## src/rtl/seg7_pkg.sv

```systemverilog
// rtl/seg7_pkg.sv - shared display constants: 7-segment glyphs and default scan parameters
package seg7_pkg;

  // Default parameter values for the scan controller
  localparam int DEF_NUM_DIG      = 8;
  localparam int DEF_DIG_PER_BANK = 4;
  localparam int DEF_DIV_W        = 16;
  localparam int DEF_PWM_W        = 4;
  localparam int DEF_BLINK_W      = 6;

  // Glyphs, bit 0 = segment a ... bit 6 = segment g, bit 7 = decimal point
  localparam logic [7:0] GLYPH_0     = 8'h3F;
  localparam logic [7:0] GLYPH_1     = 8'h06;
  localparam logic [7:0] GLYPH_2     = 8'h5B;
  localparam logic [7:0] GLYPH_3     = 8'h4F;
  localparam logic [7:0] GLYPH_4     = 8'h66;
  localparam logic [7:0] GLYPH_5     = 8'h6D;
  localparam logic [7:0] GLYPH_6     = 8'h7D;
  localparam logic [7:0] GLYPH_7     = 8'h07;
  localparam logic [7:0] GLYPH_8     = 8'h7F;
  localparam logic [7:0] GLYPH_9     = 8'h6F;
  localparam logic [7:0] GLYPH_A     = 8'h77;
  localparam logic [7:0] GLYPH_B     = 8'h7C;
  localparam logic [7:0] GLYPH_C     = 8'h39;
  localparam logic [7:0] GLYPH_D     = 8'h5E;
  localparam logic [7:0] GLYPH_E     = 8'h79;
  localparam logic [7:0] GLYPH_F     = 8'h71;
  localparam logic [7:0] GLYPH_BLANK = 8'h00;
  localparam logic [7:0] GLYPH_DASH  = 8'h40;

  // Codes 0..15 map to hex digits, 16 is blank, anything else is a dash
  function automatic logic [7:0] glyph(input logic [4:0] code);
    logic [7:0] g;
    case (code)
      5'd0:    g = GLYPH_0;
      5'd1:    g = GLYPH_1;
      5'd2:    g = GLYPH_2;
      5'd3:    g = GLYPH_3;
      5'd4:    g = GLYPH_4;
      5'd5:    g = GLYPH_5;
      5'd6:    g = GLYPH_6;
      5'd7:    g = GLYPH_7;
      5'd8:    g = GLYPH_8;
      5'd9:    g = GLYPH_9;
      5'd10:   g = GLYPH_A;
      5'd11:   g = GLYPH_B;
      5'd12:   g = GLYPH_C;
      5'd13:   g = GLYPH_D;
      5'd14:   g = GLYPH_E;
      5'd15:   g = GLYPH_F;
      5'd16:   g = GLYPH_BLANK;
      default: g = GLYPH_DASH;
    endcase
    return g;
  endfunction

endpackage

```

## src/rtl/seg7_prescaler.sv

```systemverilog
// rtl/seg7_prescaler.sv - digit slot prescaler producing the slot tick and PWM compare slice
module seg7_prescaler
  import seg7_pkg::*;
#(
  parameter int DIV_W = DEF_DIV_W,
  parameter int PWM_W = DEF_PWM_W
) (
  input  logic             clk,
  input  logic             rst_n,
  input  logic             run,
  output logic             tick,
  output logic [PWM_W-1:0] pwm_slice
);

  logic [DIV_W-1:0] cnt_q;
  logic [DIV_W-1:0] cnt_d;

  // Free-running slot counter, held at zero while the scan is stopped
  always_comb begin
    cnt_d = cnt_q;
    if (!run) begin
      cnt_d = '0;
    end else begin
      cnt_d = cnt_q + DIV_W'(1);
    end
  end

  // Counter register
  always_ff @(posedge clk or negedge rst_n) begin
    if (!rst_n) begin
      cnt_q <= '0;
    end else begin
      cnt_q <= cnt_d;
    end
  end

  // Terminal count ends the slot; the top bits ramp through the PWM period once per slot
  assign tick      = run && (&cnt_q);
  assign pwm_slice = cnt_q[DIV_W-1 -: PWM_W];

endmodule

```

## src/rtl/seg7_scan_ctrl.sv

```systemverilog
// rtl/seg7_scan_ctrl.sv - multiplexed 7-segment scan controller with double-buffered frames
module seg7_scan_ctrl
  import seg7_pkg::*;
#(
  parameter int NUM_DIG      = DEF_NUM_DIG,
  parameter int DIG_PER_BANK = DEF_DIG_PER_BANK,
  parameter int DIV_W        = DEF_DIV_W,
  parameter int PWM_W        = DEF_PWM_W,
  parameter int BLINK_W      = DEF_BLINK_W
) (
  input  logic                 clk,
  input  logic                 rst_n,
  input  logic                 enable,
  input  logic [NUM_DIG*8-1:0] frame_data,
  input  logic                 frame_valid,
  output logic                 frame_ready,
  input  logic [PWM_W-1:0]     brightness,
  input  logic [NUM_DIG-1:0]   blink_mask,
  output logic [NUM_DIG-1:0]   seg_sel,
  output logic [7:0]           seg_r,
  output logic [7:0]           seg_l,
  output logic                 frame_start
);

  localparam int IDX_W = (NUM_DIG > 1) ? $clog2(NUM_DIG) : 1;
  localparam logic [IDX_W-1:0] LAST_IDX   = IDX_W'(NUM_DIG - 1);
  localparam logic [IDX_W-1:0] BANK_SPLIT = IDX_W'(DIG_PER_BANK);

  logic                 enable_q, enable_d;
  logic [IDX_W-1:0]     idx_q, idx_d;
  logic [BLINK_W-1:0]   fcnt_q, fcnt_d;
  logic [NUM_DIG*8-1:0] shadow_q, shadow_d;
  logic [NUM_DIG*8-1:0] active_q, active_d;
  logic                 frame_ready_q, frame_ready_d;
  logic [NUM_DIG-1:0]   seg_sel_q, seg_sel_d;
  logic [7:0]           seg_r_q, seg_r_d;
  logic [7:0]           seg_l_q, seg_l_d;
  logic                 frame_start_q, frame_start_d;

  logic             tick;
  logic [PWM_W-1:0] pwm_slice;
  logic             run;
  logic             restart;
  logic             wrap;
  logic             boundary;
  logic             copy;
  logic             accept;
  logic [7:0]       cur_pat;

  // The cycle enable rises is a restart: counters stay at zero for it, so the
  // first running cycle is digit 0 / count 0, exactly like after a normal wrap.
  assign run      = enable && enable_q;
  assign restart  = enable && !enable_q;
  assign wrap     = tick && (idx_q == LAST_IDX);
  assign boundary = wrap || restart;
  assign copy     = boundary && !frame_ready_q;
  assign accept   = frame_valid && frame_ready_q;

  seg7_prescaler #(
    .DIV_W(DIV_W),
    .PWM_W(PWM_W)
  ) u_prescaler (
    .clk      (clk),
    .rst_n    (rst_n),
    .run      (run),
    .tick     (tick),
    .pwm_slice(pwm_slice)
  );

  // Next-state for scan position, frame buffers, handshake and registered outputs
  always_comb begin
    enable_d      = enable;
    idx_d         = idx_q;
    fcnt_d        = fcnt_q;
    shadow_d      = shadow_q;
    active_d      = active_q;
    frame_ready_d = frame_ready_q;
    seg_sel_d     = '0;
    seg_r_d       = seg_r_q;
    seg_l_d       = seg_l_q;
    frame_start_d = boundary;
    cur_pat       = active_q[{idx_q, 3'b000} +: 8];

    if (!run) begin
      idx_d = '0;
    end else if (tick) begin
      idx_d = wrap ? '0 : idx_q + IDX_W'(1);
    end

    if (!enable) begin
      fcnt_d = '0;
    end else if (wrap) begin
      fcnt_d = fcnt_q + BLINK_W'(1);
    end

    // frame_ready low means shadow full, so accept and copy never coincide
    if (accept) begin
      shadow_d      = frame_data;
      frame_ready_d = 1'b0;
    end
    if (copy) begin
      active_d      = shadow_q;
      frame_ready_d = 1'b1;
    end

    if (blink_mask[idx_q] && fcnt_q[BLINK_W-1]) begin
      cur_pat = 8'h00;
    end

    if (run) begin
      if (pwm_slice < brightness) begin
        seg_sel_d = NUM_DIG'(1) << idx_q;
      end
      if (idx_q < BANK_SPLIT) begin
        seg_r_d = cur_pat;
      end else begin
        seg_l_d = cur_pat;
      end
    end
  end

  // State and output registers; reset also drops any pending shadow frame
  always_ff @(posedge clk or negedge rst_n) begin
    if (!rst_n) begin
      enable_q      <= 1'b0;
      idx_q         <= '0;
      fcnt_q        <= '0;
      shadow_q      <= '0;
      active_q      <= '0;
      frame_ready_q <= 1'b1;
      seg_sel_q     <= '0;
      seg_r_q       <= 8'h00;
      seg_l_q       <= 8'h00;
      frame_start_q <= 1'b0;
    end else begin
      enable_q      <= enable_d;
      idx_q         <= idx_d;
      fcnt_q        <= fcnt_d;
      shadow_q      <= shadow_d;
      active_q      <= active_d;
      frame_ready_q <= frame_ready_d;
      seg_sel_q     <= seg_sel_d;
      seg_r_q       <= seg_r_d;
      seg_l_q       <= seg_l_d;
      frame_start_q <= frame_start_d;
    end
  end

  assign frame_ready = frame_ready_q;
  assign seg_sel     = seg_sel_q;
  assign seg_r       = seg_r_q;
  assign seg_l       = seg_l_q;
  assign frame_start = frame_start_q;

endmodule

```

## config.mk

```make
export PLATFORM = sky130hd
export DESIGN_NAME = seg7_scan_ctrl
export DESIGN_NICKNAME = d
export VERILOG_FILES = /design/src/rtl/seg7_pkg.sv /design/src/rtl/seg7_prescaler.sv /design/src/rtl/seg7_scan_ctrl.sv
export SDC_FILE = /design/constraint.sdc
export NUM_CORES = 1
export LEC_CHECK = 0
export CORE_MARGIN = 1.5
export CORE_UTILIZATION = 55
export DETAILED_ROUTE_END_ITERATION = 10
export PLACE_DENSITY = 0.8
export RECOVER_POWER = 25
export SLEW_MARGIN = 20
export SYNTH_ARGS = -nofsm -noshare
export SYNTH_HDL_FRONTEND = slang
export SYNTH_SLANG_ARGS = --single-unit
```

## constraint.sdc

```tcl
create_clock -name clk -period 3 [get_ports clk]
set_clock_uncertainty 0.1 [all_clocks]
set_input_delay 0.9 -clock clk [delete_from_list [all_inputs] [get_ports clk]]
set_output_delay 0.9 -clock clk [all_outputs]
set_load 0.03 [all_outputs]
```

==> summary.txt, run 1 <==
STA
  – Final Hold Fails: 0
  – Final worst-path setup slack: roughly 0.31 ns
  – F_max: between 0.3 and 0.4 GHz
  – Unrepaired setup endpoints after global routing: false
  – Min Tclk post-route: roughly 2.7 ns
  – Tcrit/Tclk final: 89.6%
  – Slew @ Worst Pin: around 1.2 ns
  – Slew headroom: roughly a quarter
  – Fin. max-slew vios: 0
  – Setup TNS Final: 0 ns
  – # setup viols final: 0

CTS
  – H-tree lvl count: 4
  – Setup repair bufs after CTS: 0
  – Post-cts hold buffer count: 0
  – Clock-pin transition on the worst setup and hold timing paths: ~0.060 ns
  – Maximum root-to-sink buffer count: 2
  – # resized after CTS: 0
  – CTS tree: done
  – CTS root buf: clkbuf_16
  – Total CTS buffers: 17
  – Clock Latency Late Sink: 0.43 ns
  – Clk sinks: 180

Synth
  – Yosys top cell area share: between 50% and 60%
  – Mapped cell area: around 7900 µm²
  – Gate Count Post-Synth: roughly 540
  – Top_reg_cell synth: dfrtp_1
  – Largest area contributor in the netlist: dfrtp_1
  – Netlist cell types: between 40 and 50
  – EDFF count, synth: 0
  – Synth Area per Inst: approximately 15 µm²
  – Register area share after synthesis: 57.3%
  – Fraction of registers with async set/reset: 100%
  – Mapped Nets: 630
  – Yosys warnings: 0
  – Main area contributors after synthesis: dfrtp_1 (57%), mux2_4 (11%), mux2_2 (9.7%)
  – Seq cells post-synth: 180

Placement
  – Routability congestion estimate: roughly 0.85
  – Post-Place Cell Area: just over 9000 µm²
  – Dpl ws: around 0.12 ns
  – DP HPWL: 10600 µm
  – Port Buffer Count: approximately 110

Worst setup path
  – CP peak stage delay: ~0.68 ns
  – WP data arrival: approximately 1.7 ns
  – Worst path bufs/invs: 1
  – WP data required: roughly 2 ns
  – CP Class: flop to output pin
  – Startpoint types: flop
  – Crit-path max FO: 5
  – CP Cell Sequence: clkdlybuf4s50_1
  – Family with the most delay on the worst path: buffers and inverters
  – Critical Path Slowest Stage Cell: clkdlybuf4s50_1
  – Setup crit end kind: output pin

Floorplan
  – Initial Util: 56.4%
  – Row Count: between 40 and 50
  – CORE AREA: 13900 µm²
  – Die width: roughly 120 µm
  – Ports: 106
  – Die Ht: 123 µm
  – Full die area: 15000 µm²

Final layout
  – Nets: approximately 740
  – Share of cells above drive strength 1: between 20 and 30%
  – Final Util: between 60 and 70%
  – Area of the multi-input gates: around 3100 µm²
  – Layout area overhead: 23.2%
  – Seq. cell area: 4510 µm²
  – Filler cells: roughly 950
  – Most frequent cells in the layout: dfrtp_1 (179), clkdlybuf4s50_1 (104), mux2_2 (68)
  – Most common cell after layout, fill and taps aside: dfrtp_1
  – Antenna diode count: 0
  – Finished layout cell area: 9680 µm²

Job
  – MaxCap Viol Count: 0

Status
  – Status: completed

Power and ir drop
  – Leakage: around 4.3 nW
  – Maximum vdd drop: roughly 0.45 mV
  – Total power: 7.67 mW
  – P per Cell Area: a little under 800 nW/µm²

Route
  – WL per Instance: around 18 µm
  – Via-per-instance ratio: about 5.6
  – Final wirelength: 15500 µm
  – Final ANT Viol Nets: 0
  – Number of DRC markers in iteration 0: between 300 and 400
  – Pre-antenna DRT Iters: 4
  – Drt drc: 0
  – DR vias: approximately 4700

GRT
  – Initial antenna violation count: 0
  – Met1 GRT Util: 26.7%
  – Grt met3 use: approximately 4.6%
  – Global-route wire length before repair: 25200 µm
  – Global routing usage on met2: between 30 and 40%
  – Largest net degree at the start of global routing: 73
  – Vias in the first global route: 5027
  – Tot GR Track Use: between 20% and 30%
  – Gr busiest metal: met2
  – Grt total ovfl: 0

Hold path
  – Hold Path Class: flop to flop
per-stage QoR:
step | instances | hold slack (ns)
6_report | 843 | 0.392
4_1_cts | 843 | 0.304
3_3_place_gp | 811 | 0.379
2_1_floorplan | 539 | 0.369
3_5_place_dp | 811 | 0.379
5_1_grt | 843 | 0.413
cell type report:
type / instances / share of cell area (%)
Tap cell: 180 / 2.33
Clock inverter: 4 / 0.724
Clock buffer: 28 / 5.13
Multi-Input combinational cell: 315 / 32.4
Inverter: 19 / 0.737
Timing Repair Buffer: 117 / 12.1
Sequential cell: 180 / 46.5
power breakdown:
part / switching, mW / internal, mW
registers: 0.483 / 3.24
clock network: 0.859 / 1.29
logic: 0.571 / 1.22
routing by layer:
metal / vias up / part of all wire (%)
li1: 2154 / -
met1: 2400 / 40
met2: 125 / 54
met3: 28 / 3.7
met4: 0 / 2.2
met5: - / 0
Yosys cell counts, types with 9 or more instances:
cell type  count
nor2_1        15
mux2_2        68
o21ai_0       15
ha_1          11
nand2_1       38
dfrtp_1      179
nand3_1        9
clkbuf_1      10
a21oi_1       21
mux2_4        60
inv_1         18
mux4_2        18
worst paths after layout:
path / end / slack [ns] / cells after the start / from
worst max register to register: active_q[63]$_DFFE_PN0P_ / 0.61 / 6 / idx_q[0]$_DFFE_PN0P_
worst min-delay path: seg_r[5]$_DFFE_PN0P_ / 0.39 / 2 / seg_r[5]$_DFFE_PN0P_
max in group asynchronous: active_q[28]$_DFFE_PN0P_ / 0.64 / 2 / rst_n
worst min register to register: seg_r[5]$_DFFE_PN0P_ / 0.39 / 2 / seg_r[5]$_DFFE_PN0P_
worst max-delay path: frame_ready / 0.31 / 1 / frame_ready$_DFFE_PN1P_
min in group asynchronous: fcnt_q[3]$_DFFE_PN0P_ / 0.59 / 1 / rst_n
flip-flops by register name (all words and copies together), names as in the netlist, 3 cells and up:
| name | flops |
|---|---|
| seg_r | 8 |
| idx_q | 3 |
| seg_l | 8 |
| u_prescaler.cnt_q | 16 |
| seg_sel | 8 |
| active_q | 64 |
| fcnt_q | 6 |
| shadow_q | 64 |
logic make-up after synthesis:
kind of cell,Yosys count,share of synthesized area [%]
flip-flops,180,57.3
multiplexers,147,26.5
AND/OR/NAND/NOR,94,6.37
AO/OA/AOI/OAI,53,4.20
buffers and inverters,44,2.77
adder cells (fa/ha/maj),11,1.75
XOR/XNOR,10,1.11
No activity file was read; power rests on OpenSTA's default activity.
==> inputs of run 2 (changes only) <==
--- a/config.mk
+++ b/config.mk
@@ -7,8 +7,9 @@
 export LEC_CHECK = 0
 export CORE_MARGIN = 1.5
 export CORE_UTILIZATION = 55
+export CTS_BUF_LIST = sky130_fd_sc_hd__clkbuf_8
 export DETAILED_ROUTE_END_ITERATION = 10
-export PLACE_DENSITY = 0.8
+export PLACE_DENSITY = 0.86
 export RECOVER_POWER = 25
 export SLEW_MARGIN = 20
 export SYNTH_ARGS = -nofsm -noshare
==> summary.txt, run 2 (same netlist as run 1, synthesis figures left out) <==
STA
  – F_max: 0.367 GHz
  – Setup TNS Final: 0 ns
  – Final Hold Fails: 0
  – Slew @ Worst Pin: between 1 and 1.5 ns
  – Unrepaired setup endpoints after global routing: false
  – Fin. max-slew vios: 0
  – # setup viols final: 0
  – Min Tclk post-route: 2.72 ns
  – Slew headroom: 13.5%
  – Final worst-path setup slack: approximately 0.28 ns
  – Tcrit/Tclk final: 90.7%

CTS
  – Setup repair bufs after CTS: 0
  – CTS root buf: clkbuf_8
  – Clk sinks: 180
  – # resized after CTS: 0
  – Clock-pin transition on the worst setup and hold timing paths: approximately 0.09 ns
  – Maximum root-to-sink buffer count: 2
  – Total CTS buffers: 17
  – CTS tree: done
  – Post-cts hold buffer count: 0
  – Clock Latency Late Sink: ~0.45 ns
  – H-tree lvl count: 4

Route
  – Number of DRC markers in iteration 0: between 300 and 400
  – Final ANT Viol Nets: 0
  – Drt drc: 0
  – DR vias: around 4800
  – Final wirelength: 15400 µm
  – WL per Instance: 18.2 µm
  – Via-per-instance ratio: 5.62
  – Pre-antenna DRT Iters: 4

Final layout
  – Area of the multi-input gates: 3140 µm²
  – Most common cell after layout, fill and taps aside: dfrtp_1
  – Layout area overhead: 21.3%
  – Most frequent cells in the layout: dfrtp_1 (178), clkdlybuf4s50_1 (104), mux2_2 (68)
  – Top flop regs: active_q: 64 flops, shadow_q: 64 flops, u_prescaler.cnt_q: 16 flops
  – Share of cells above drive strength 1: 29.8%
  – Seq. cell area: 4510 µm²
  – Nets: ~740
  – Filler cells: ~950
  – Antenna diode count: 0

GRT
  – Largest net degree at the start of global routing: 66
  – Global-route wire length before repair: roughly 26000 µm
  – Vias in the first global route: between 5000 and 6000
  – Tot GR Track Use: between 20 and 25%
  – Grt total ovfl: 0
  – Initial antenna violation count: 0

Floorplan
  – Row Count: 43
  – Ports: 106
  – Die width: ~120 µm
  – Full die area: between 15000 and 20000 µm²
  – Die Ht: around 120 µm
  – Initial Util: approximately 56%
  – CORE AREA: 13900 µm²

Worst setup path
  – WP data required: approximately 2 ns
  – Crit path launch: frame_ready$_DFFE_PN1P_
  – CP Class: flop to output pin
  – Crit-path max FO: 5
  – CP Cell Sequence: clkdlybuf4s50_1
  – Setup crit end kind: output pin
  – CP peak stage delay: approximately 0.68 ns
  – RR Startpoint: idx_q[0]$_DFFE_PN0P_
  – WP data arrival: roughly 1.7 ns
  – Worst path bufs/invs: 1
  – Critical Path Slowest Stage Cell: clkdlybuf4s50_1
  – R2r worst-path depth: 6
  – Startpoint types: flop
  – Family with the most delay on the worst path: buffers and inverters
  – Critical R2R Capture: active_q[63]$_DFFE_PN0P_
  – CP Depth: 1
  – Reg2reg setup slack: 0.57 ns
  – Last element of the critical path: frame_ready

Job
  – MaxCap Viol Count: 0

Status
  – Status: completed

Power and ir drop
  – Leakage: 4.28 nW
  – Total net switching power: about 1.9 mW
  – Clock share of power: 22.7%
  – Maximum vdd drop: 0.414 mV
  – Comb power frac: ~25%
  – Part of the power in registers: roughly 52%
  – Int Pwr: 5.29 mW
  – P per Cell Area: roughly 750 nW/µm²
  – Sw Ratio: between 20% and 30%

Placement
  – Routability congestion estimate: between 0.7 and 0.8
  – Port Buffer Count: 105
  – DP HPWL: between 10000 and 15000 µm
  – Dpl ws: 0.0702 ns

Hold path
  – Hold Path Class: flop to flop
-- run 2: cell types whose count changed in the layout (fill, tap and decap cells not counted) --
cell / previous run / this run
dfrtp_1: 179 / 178
clkbuf_8: 3 / 22
clkbuf_16: 17 / 0
clkbuf_1: 8 / 1
inv_1: 18 / 24
buf_4: 8 / 9
buf_12: 3 / 4
clkbuf_4: 1 / 0
dfrtp_2: 0 / 1
-- run 2: worst min path at each step --
| stage | from | endpoint | slack (ns) | cells past startpoint |
|---|---|---|---|---|
| floorplan | u_prescaler.cnt_q[0]$_DFF_PN0_ | u_prescaler.cnt_q[0]$_DFF_PN0_ | 0.37 | 1 |
| CTS | rst_n | active_q[0]$_DFFE_PN0P_ | 0.27 | 1 |
| global placement | shadow_q[49]$_DFFE_PN0P_ | active_q[49]$_DFFE_PN0P_ | 0.38 | 1 |
| finish | shadow_q[37]$_DFFE_PN0P_ | active_q[37]$_DFFE_PN0P_ | 0.40 | 1 |
| detailed placement | shadow_q[5]$_DFFE_PN0P_ | active_q[5]$_DFFE_PN0P_ | 0.39 | 1 |
| global route | shadow_q[37]$_DFFE_PN0P_ | active_q[37]$_DFFE_PN0P_ | 0.43 | 1 |
-- run 2: power by group through the flow --
stage | Combinational, mW | Sequential, mW | Clock (mW)
3_5_place_dp | 1.82 | 3.76 | 0
4_1_cts | 1.82 | 3.72 | 1.65
3_3_place_gp | 1.73 | 3.70 | 0
6_report | 1.80 | 3.72 | 1.63
2_1_floorplan | 1.30 | 3.65 | 0
5_1_grt | 1.93 | 3.82 | 1.77
-- run 2: final cells by class --
| cell class | count | area share, % |
|---|---|---|
| multi-input cells | 315 | 32.9 |
| clock inverters | 10 | 0.971 |
| flip-flops and latches | 180 | 47.3 |
| clock buffers | 22 | 3.18 |
| well taps | 180 | 2.36 |
| inverters | 19 | 0.748 |
| repair buffers | 119 | 12.6 |
-- run 2: layer usage --
| metal | track usage [%] | part of all wire (%) | wire length, µm | up-vias |
|---|---|---|---|---|
| li1 | - | - | - | 2147 |
| met3 | 4.28 | 3.1 | 482 | 41 |
| met2 | 38.0 | 53 | 8160 | 122 |
| met5 | 0 | 0 | 0 | - |
| met1 | 28.3 | 41 | 6310 | 2440 |
| met4 | 10.0 | 2.9 | 447 | 0 |
-- run 2: through the flow --
step	area, µm²	utilization [%]	cells	hold WS, ns	power, mW
5_1_grt	9540	68.4	845	0.427	7.52
6_report	9540	68.4	845	0.398	7.15
4_1_cts	9550	68.5	845	0.270	7.20
2_1_floorplan	7860	-	539	0.369	4.95
3_3_place_gp	9150	65.7	813	0.382	5.42
3_5_place_dp	9150	65.7	813	0.389	5.58
==> edit (flow settings as in run 2) <==
Set the package constant `DEF_DIV_W` to 32 (it was 16).
--- a/src/rtl/seg7_pkg.sv
+++ b/src/rtl/seg7_pkg.sv
@@ -5,5 +5,5 @@
   localparam int DEF_NUM_DIG      = 8;
   localparam int DEF_DIG_PER_BANK = 4;
-  localparam int DEF_DIV_W        = 16;
+  localparam int DEF_DIV_W        = 32;
   localparam int DEF_PWM_W        = 4;
   localparam int DEF_BLINK_W      = 6;
Behaviour: same outputs for any inputs over 10 cycles, from zero or initial values and one cycle with rst_n low; that may be too few to reach the edited logic, so the function may still have changed.
==> edit against run 2 <==
- the flow now finishes with violations (max-capacitance violations, max-slew violations)
- wire length rose by 53%
- register-to-register slack got worse by 0.34 ns
- sequential share of layout area fell by 4.8 points
- core utilization fell by 1.9 points
- worst setup slack got worse by 0.11 ns
- highest routed layer unchanged
- sequential cell count rose by 16
- synthesized cell count rose by 78%
- final area rose by 21%
- power fell by 8.5%
- clock power rose by 12%
- synthesized area rose by 25%
- final cell count rose by 50%
- global-route usage rose by 4.2 points
==> edit: results (changes against run 2) <==
* DP HPWL: 15.4 mm (+42%)
- Count of max-cap constraint violations: 1 (+1)
- The met1 layer usage reported by global route was 36.6% (+8.4 points).
- Fin nets: 1121 (+51%)
- Violations in the final reports: max-capacitance violations, max-slew violations
- The global-route total usage across every layer is 26.7% (+4.2 points).
- Met3 routed wirelength: 2.01 mm (+320%)
* Wire length on met2: 11.5 mm (+41%)
* Wire length on met1: 9.59 mm (+52%)
- Cell Area, Placed: 0.0111 mm² (+22%)
* Share of power burned in registers: 54.9% (+2.8 points)
* Worst Hold Depth: 2 (+1)
- The standby leakage power was 4.57 nW (+7.0%).
- The run finished, with violations left.
- Top cell types by occurrence after synthesis: sky130_fd_sc_hd__dfrtp_1, sky130_fd_sc_hd__nand2_1, sky130_fd_sc_hd__nand3_1
- The post-synthesis adder-cell area fraction was 1.40% (-0.35 points).
- The maximum ir drop on the vdd rail is 0.000325 V (-22%).
* First drt pass iteration count: 6 (+2)
* Met3 GRT Util: 5.81% (+1.5 points)
- Worst-case headroom to the max-slew limit: -11.4% (-25 points)
- The number of max-slew violations in the final report came to 64 (+64).
- The met2 track utilization from global routing is 42.8% (+4.8 points).
* Startpoint of the tightest hold check path: seg_r[7]
- The xor and xnor fraction of the mapped netlist area came to 0.892% (-0.22 points).
- In the final layout, the registers with the most flip-flops are active_q (64), shadow_q (64), u_prescaler.cnt_q (32).
- The clock latency on the worst-skew pair is 0.48 ns (+0.03 ns).
## edit: cell types whose count changed in the layout (fill, tap and decap cells not counted), moves of 9 or more
cell,run 2,this run
sky130_fd_sc_hd__nand2_1,37,184
sky130_fd_sc_hd__inv_1,24,33
sky130_fd_sc_hd__dfrtp_1,178,194
sky130_fd_sc_hd__or4_1,4,70
sky130_fd_sc_hd__o21ai_0,15,24
sky130_fd_sc_hd__o211ai_1,0,64
sky130_fd_sc_hd__mux2i_1,1,10
sky130_fd_sc_hd__mux2_4,60,0
sky130_fd_sc_hd__buf_4,9,20
sky130_fd_sc_hd__a21oi_1,21,11
sky130_fd_sc_hd__nand3_1,9,75
## edit: final cells by class
| cell class | count | area, µm² | area share, % |
|---|---|---|---|
| timing repair buffer | 134 | 1360 | 11.8 |
| tap | 225 | 282 | 2.44 |
| clock buffer | 17 | 234 | 2.02 |
| clock inverter | 15 | 191 | 1.66 |
| sequential | 196 | 4910 | 42.5 |
| multi-input combinational | 648 | 4460 | 38.6 |
| inverter | 33 | 124 | 1.07 |
